## config.mk

```make
export PLATFORM = sky130hd
export DESIGN_NAME = key_counter_ctrl
export DESIGN_NICKNAME = d
export VERILOG_FILES = /design/src/rtl/key_counter_ctrl.sv
export SDC_FILE = /design/constraint.sdc
export NUM_CORES = 1
export LEC_CHECK = 0
export CORE_MARGIN = 3
export CORE_UTILIZATION = 60
export DETAILED_ROUTE_END_ITERATION = 6
export DONT_BUFFER_PORTS = 1
export PLACE_DENSITY_LB_ADDON = 0.12
export RECOVER_POWER = 25
export SLEW_MARGIN = 20
export SYNTH_ARGS = -nofsm -noshare
export SYNTH_HDL_FRONTEND = slang
export SYNTH_SLANG_ARGS = --single-unit
```

## constraint.sdc

```tcl
create_clock -name i_clk -period 4.02 [get_ports i_clk]
set_input_delay 1.206 -clock i_clk [delete_from_list [all_inputs] [get_ports i_clk]]
set_output_delay 1.206 -clock i_clk [all_outputs]
set_load 0.05 [all_outputs]
```

## src/rtl/key_counter_ctrl.sv

```systemverilog
// rtl/key_counter_ctrl.sv - debounced push-button up/down counter with hold-to-repeat and hex scan display
module key_counter_ctrl #(
  parameter int F_CLK           = 50000000,
  parameter int CNT_W           = 8,
  parameter int DEBOUNCE_MS     = 20,
  parameter int REPEAT_DELAY_MS = 500,
  parameter int REPEAT_RATE_MS  = 100,
  parameter int WRAP            = 0
) (
  input  logic             i_clk,
  input  logic             i_rst_n,
  input  logic [3:0]       i_key,
  output logic [CNT_W-1:0] o_count,
  output logic             o_limit,
  output logic [7:0]       o_cs,
  output logic [7:0]       o_dig_sel
);

  localparam int TICK_DIV = F_CLK / 1000;
  localparam int TW       = (TICK_DIV > 1) ? $clog2(TICK_DIV) : 1;
  localparam int DB_W     = $clog2(DEBOUNCE_MS + 1);
  localparam int HOLD_MAX = (REPEAT_DELAY_MS > REPEAT_RATE_MS) ? REPEAT_DELAY_MS : REPEAT_RATE_MS;
  localparam int HW       = $clog2(HOLD_MAX + 1);
  localparam int ND       = (CNT_W + 3) / 4;
  localparam logic [CNT_W-1:0] CNT_MAX = '1;

  logic [TW-1:0]   tick_cnt;
  logic            tick;
  logic [3:0]      sync1, sync2, stable, stable_d, arm, press;
  logic [DB_W-1:0] db_cnt [4];
  logic [1:0]      boot;
  logic [HW-1:0]   hold   [2];
  logic [HW-1:0]   target [2];
  logic [1:0]      rptg, rep;
  logic            up_req, dn_req, clr_req;
  logic            disp_en, en_nxt;
  logic [2:0]      ptr, ptr_nxt;
  logic [31:0]     cnt_ext;
  logic [3:0]      nib;

  function automatic logic [7:0] hex7(input logic [3:0] n);
    case (n)
      4'h0: hex7 = 8'hC0;  4'h1: hex7 = 8'hF9;  4'h2: hex7 = 8'hA4;  4'h3: hex7 = 8'hB0;
      4'h4: hex7 = 8'h99;  4'h5: hex7 = 8'h92;  4'h6: hex7 = 8'h82;  4'h7: hex7 = 8'hF8;
      4'h8: hex7 = 8'h80;  4'h9: hex7 = 8'h90;  4'hA: hex7 = 8'h88;  4'hB: hex7 = 8'h83;
      4'hC: hex7 = 8'hC6;  4'hD: hex7 = 8'hA1;  4'hE: hex7 = 8'h86;  default: hex7 = 8'h8E;
    endcase
  endfunction

  assign tick = (tick_cnt == TW'(TICK_DIV - 1));

  always_ff @(posedge i_clk or negedge i_rst_n) begin
    if (!i_rst_n) tick_cnt <= '0;
    else          tick_cnt <= tick ? '0 : tick_cnt + 1'b1;
  end

  // A key held through reset stays disarmed until its synced level is seen released.
  always_ff @(posedge i_clk or negedge i_rst_n) begin
    if (!i_rst_n) begin
      sync1    <= '1;
      sync2    <= '1;
      stable   <= '1;
      stable_d <= '1;
      boot     <= '0;
      arm      <= '0;
      for (int k = 0; k < 4; k++) db_cnt[k] <= '0;
    end else begin
      sync1    <= i_key;
      sync2    <= sync1;
      stable_d <= stable;
      boot     <= {boot[0], 1'b1};
      arm      <= arm | ({4{boot[1]}} & stable & sync2);
      if (tick) begin
        for (int k = 0; k < 4; k++) begin
          if (sync2[k] != stable[k]) begin
            if (db_cnt[k] == DB_W'(DEBOUNCE_MS - 1)) begin
              stable[k] <= sync2[k];
              db_cnt[k] <= '0;
            end else begin
              db_cnt[k] <= db_cnt[k] + 1'b1;
            end
          end else begin
            db_cnt[k] <= '0;
          end
        end
      end
    end
  end

  assign press = arm & stable_d & ~stable;

  always_comb begin
    for (int k = 0; k < 2; k++) begin
      target[k] = rptg[k] ? HW'(REPEAT_RATE_MS) : HW'(REPEAT_DELAY_MS);
      rep[k]    = arm[k] & ~stable[k] & tick & (hold[k] == target[k]);
    end
  end

  always_ff @(posedge i_clk or negedge i_rst_n) begin
    if (!i_rst_n) begin
      rptg <= '0;
      for (int k = 0; k < 2; k++) hold[k] <= '0;
    end else begin
      for (int k = 0; k < 2; k++) begin
        if (stable[k]) begin
          hold[k] <= '0;
          rptg[k] <= 1'b0;
        end else if (tick) begin
          if (hold[k] == target[k]) begin
            hold[k] <= HW'(1);
            rptg[k] <= 1'b1;
          end else begin
            hold[k] <= hold[k] + 1'b1;
          end
        end
      end
    end
  end

  assign up_req  = press[0] | rep[0];
  assign dn_req  = press[1] | rep[1];
  assign clr_req = press[2];

  always_ff @(posedge i_clk or negedge i_rst_n) begin
    if (!i_rst_n) begin
      o_count <= '0;
      o_limit <= 1'b0;
    end else begin
      o_limit <= 1'b0;
      if (clr_req) begin
        o_count <= '0;
      end else if (up_req && !dn_req) begin
        if (o_count == CNT_MAX) begin
          o_limit <= 1'b1;
          if (WRAP != 0) o_count <= '0;
        end else begin
          o_count <= o_count + 1'b1;
        end
      end else if (dn_req && !up_req) begin
        if (o_count == '0) begin
          o_limit <= 1'b1;
          if (WRAP != 0) o_count <= CNT_MAX;
        end else begin
          o_count <= o_count - 1'b1;
        end
      end
    end
  end

  // Outputs are registered from the next pointer so select and segments move together.
  always_comb begin
    en_nxt  = disp_en ^ press[3];
    ptr_nxt = ptr;
    if (!en_nxt || !disp_en) ptr_nxt = 3'd0;
    else if (tick)           ptr_nxt = (ptr == 3'(ND - 1)) ? 3'd0 : ptr + 3'd1;
  end

  assign cnt_ext = 32'(o_count);
  assign nib     = cnt_ext[{ptr_nxt, 2'b00} +: 4];

  always_ff @(posedge i_clk or negedge i_rst_n) begin
    if (!i_rst_n) begin
      disp_en   <= 1'b1;
      ptr       <= 3'd0;
      o_cs      <= 8'hFE;
      o_dig_sel <= 8'hC0;
    end else begin
      disp_en <= en_nxt;
      ptr     <= ptr_nxt;
      if (en_nxt) begin
        o_cs      <= ~(8'd1 << ptr_nxt);
        o_dig_sel <= hex7(nib);
      end else begin
        o_cs      <= 8'hFF;
        o_dig_sel <= 8'hFF;
      end
    end
  end

endmodule

```

==> results.txt <==
----------------------------------------------------
[Timing]
  Tightest hold margin ... between 0.3 and 0.4 ns
  Setup TNS ... 0 ns
  Skew final ... 0.0155 ns
  Final number of hold-violating endpoints ... 0
  Post-route minimum period ... approximately 3.6 ns
  Post-route fraction of the period consumed by the critical path ... 0.895
  Unrepaired setup endpoints after global routing ... no
  Achievable frequency ... 278 MHz
  Worst slew slack as a fraction of its limit ... 0.536
  Slew of the pin with the lowest slew margin ... 0.696 ns
  Fin worst setup slack ... 0.422 ns
  # setup viols final ... 0
  Fin. max-slew vios ... 0

[Floorplanning]
  Die boundary width ... between 100 and 150 um
  Io pins ... 31
  Floorplan die area ... 0.0104 mm2
  Area of the core ... 0.00881 mm2
  FP Rows ... 34
  Starting utilization of the core area ... 0.625
  Height of the die ... 102 um

[Final layout]
  Ant diodes ... 0
  Layout Cells excl Fill ... 665
  Core occupancy in the finished layout ... 0.661
  Net total in the final layout ... slightly below 600
  Area growth from synthesis to final layout ... 5.80%
  Number of filler instances in the final layout ... approximately 700
  Proportion of layout cells with a drive suffix above 1 ... 0.145
  Commonest non-fill, non-tap cell in the layout ... dfrtp_1
  Commonest cells after routing, fill and taps aside ... 81 x dfrtp_1, 55 x nor2_1, 53 x nand2_1, 33 x o21ai_0, 28 x a21oi_1
  Final Cell Area ... between 0.005 and 0.006 mm2

[Yosys]
  Async set or reset register ratio after synthesis ... 1.00
  Fraction of synthesized cell area taken by the top area cell type ... 0.368
  Primary FF master, synth ... dfrtp_1
  Largest area contributor in the netlist ... dfrtp_1
  Sequential element share of the synthesized area ... 0.488
  Yosys warning total ... 0
  Average size of a mapped cell ... 9.99 um2
  Flip-flop and latch count after synthesis ... between 100 and 150
  Cells taking the most area after synthesis ... dfrtp_1 37%, dfstp_2 12%, ha_1 5.0%, nor2_1 3.8%, nand2_1 3.6%
  Number of enable flip-flop cells after synthesis ... 0
  Post-Synthesis Cell Area ... 0.00551 mm2
  Unique masters post-synth ... 68
  Gate Count Post-Synth ... 551

[Placement]
  Cell area reported after detailed placement ... ~0.0056 mm2
  Gpl congestion ... 0.865
  DP HPWL ... 7050 um
  Port-buffer cells ... 0
  Number of placed instances, taps included ... 649
  Dpl ws ... 0.472 ns

[Pwr]
  Reported leakage power ... between 2 and 3 nW
  Post-layout total power ... 1.74 mW
  Power density of the placed cells ... around 300 mW/mm2
  IR drop worst, VDD ... 0.243 mV

[Clocking]
  Count of cells resized by post-cts repair ... 0
  Root Buffer ... clkbuf_8
  Later-pin clock latency in the skew report ... about 0.37 ns
  Number of clock sinks ... ~110
  Worst-path clk slew ... 0.10 ns
  Depth of the CTS H-tree ... 3
  Buffer levels on the longest clock path ... 2
  Total of hold buffers inserted after clock tree synthesis ... 0
  Number of buffers added by the clock tree synthesis step ... 9
  Setup bufs post-CTS ... 0
  Clock tree from TritonCTS ... done

[Detailed routing]
  Via-per-instance ratio ... 5.91
  Remaining design rule violation count ... 0
  Post-detailed-route count of antenna-violating nets ... 0
  Total Routed Length ... 10400 um
  DR WL/cell ... around 16 um
  Number of DRC markers in iteration 0 ... 194
  Count of vias placed by the detailed router ... between 3000 and 4000
  Count of TritonRoute iterations in the first routing pass ... 5

[Min path]
  Hold Path Stages ... 0
  Endpoint of the worst hold path ... sync2[0]$_DFF_PN1_
  Hold path startpoint ... sync1[0]$_DFF_PN1_
  Classification of the worst-slack hold path ... reg -> reg

[Setup path]
  Highest fanout seen on the critical path ... 9
  Worst reg2reg endpoint ... o_count[7]$_DFFE_PN0P_
  Buf+Inv Stages, Crit Path ... 0
  Crit-path cells ... nor4b_1 -> and4_1 -> a21oi_2 -> o221ai_4 -> ha_1 -> a21o_1 -> a211oi_1 -> nor2_1 -> o41ai_1 -> xnor2_1 -> o21ai_1 -> a21bo_1
  Register-to-Register Path Depth ... 12
  Worst reg2reg setup slack ... around 0.42 ns
  Master of the slowest instance on the critical path ... and4_1
  Critical Path Max Stage Delay ... 0.47 ns
  Crit path capture type ... register
  Worst Setup Path Type ... reg -> reg
  Required @ worst endpoint ... 4.28 ns
  Reg2reg start ... tick_cnt[11]$_DFF_PN0_
  Delay-heaviest family, CP ... compound AO/OA/AOI/OAI gates
  Type of origin of the critical path ... register
  Crit path arrival time ... 3.86 ns

[GRT]
  Grt ovf ... 0
  Largest net degree at the start of global routing ... 107
  Overall track demand over capacity in global routing ... 0.214
  Number of global-route vias before repair ... 3782
  First-pass GRT wire length ... 17700 um
  Initial antenna violation count ... 0

[Status]
  Status ... complete, no violations

[Flow run]
  Max-capacitance violation count ... 0

----------------------------------------------------
-- worst max path at each step --
stage                                      start                     end  depth (start not counted)
after detailed placement    hold[13]$_DFFE_PN0P_  o_count[7]$_DFFE_PN0P_                         12
after CTS                   hold[13]$_DFFE_PN0P_  o_count[7]$_DFFE_PN0P_                         12
after floorplan             hold[13]$_DFFE_PN0P_  o_count[7]$_DFFE_PN0P_                         12
final                     tick_cnt[11]$_DFF_PN0_  o_count[7]$_DFFE_PN0P_                         12
after global placement      hold[13]$_DFFE_PN0P_  o_count[7]$_DFFE_PN0P_                         12
after global routing      tick_cnt[11]$_DFF_PN0_  o_count[7]$_DFFE_PN0P_                         12
-- layout make-up --
| cell class | instances | area, um2 | area share |
|---|---|---|---|
| Sequential cell | 106 | 2680 | 0.461 |
| Multi-Input combinational cell | 409 | 2670 | 0.458 |
| Clock buffer | 12 | 145 | 0.0249 |
| Tap cell | 108 | 135 | 0.0232 |
| Timing Repair Buffer | 12 | 90.1 | 0.0155 |
| Inverter | 14 | 52.6 | 0.00902 |
| Clock inverter | 4 | 51.3 | 0.00881 |
-- where the power goes --
part | switching, mW | total [mW] | internal (mW)
Combinational | 0.00591 | 0.00845 | 0.00253
Sequential | 0.00402 | 1.08 | 1.07
Clock | 0.346 | 0.652 | 0.306
-- cells by family after synthesis --
| kind of cell | count (synthesis) | share of synthesized area |
|---|---|---|
| AOI/OAI and AO/OA | 120 | 0.154 |
| xor gates and xnor gates | 22 | 0.0350 |
| adders and majority gates | 23 | 0.0536 |
| buffers and inverters | 37 | 0.0289 |
| DFF | 106 | 0.487 |
| muxes | 12 | 0.0252 |
| other | 1 | 0.000681 |
| and+or+nand+nor | 230 | 0.215 |
-- routing by layer --
metal / global-route usage / vias to the layer above / wire length (um)
met4: 0.0634 / 0 / 109
li1: - / 1953 / -
met5: 0 / - / 0
met2: 0.351 / 67 / 5040
met1: 0.282 / 1900 / 4880
met3: 0.0510 / 8 / 330
-- registers in the layout (all words and copies together), names as in the netlist, 7 cells and up --
| register | cells |
|---|---|
| db_cnt | 20 |
| hold | 18 |
| o_count | 8 |
| o_cs | 8 |
| o_dig_sel | 7 |
| tick_cnt | 16 |
-- synth_stat cells, types with 5 or more instances --
cell and instances:
dfrtp_1 81, nor2_1 55, nand2_1 53, o21ai_0 33, a21oi_1 28, dfstp_2 25, nand3_1 23, ha_1 22
nor3_1 15, clkbuf_1 14, inv_1 14, nand2b_1 14, xnor2_1 14, a21o_1 10, and3_1 10, a22o_1 8
nand3b_1 8, xor2_1 8, nand4_1 7, mux2i_1 6, or3_1 6, a31o_2 5, mux2_2 5, nor3b_1 5
Power figures use the tool's default switching activity.
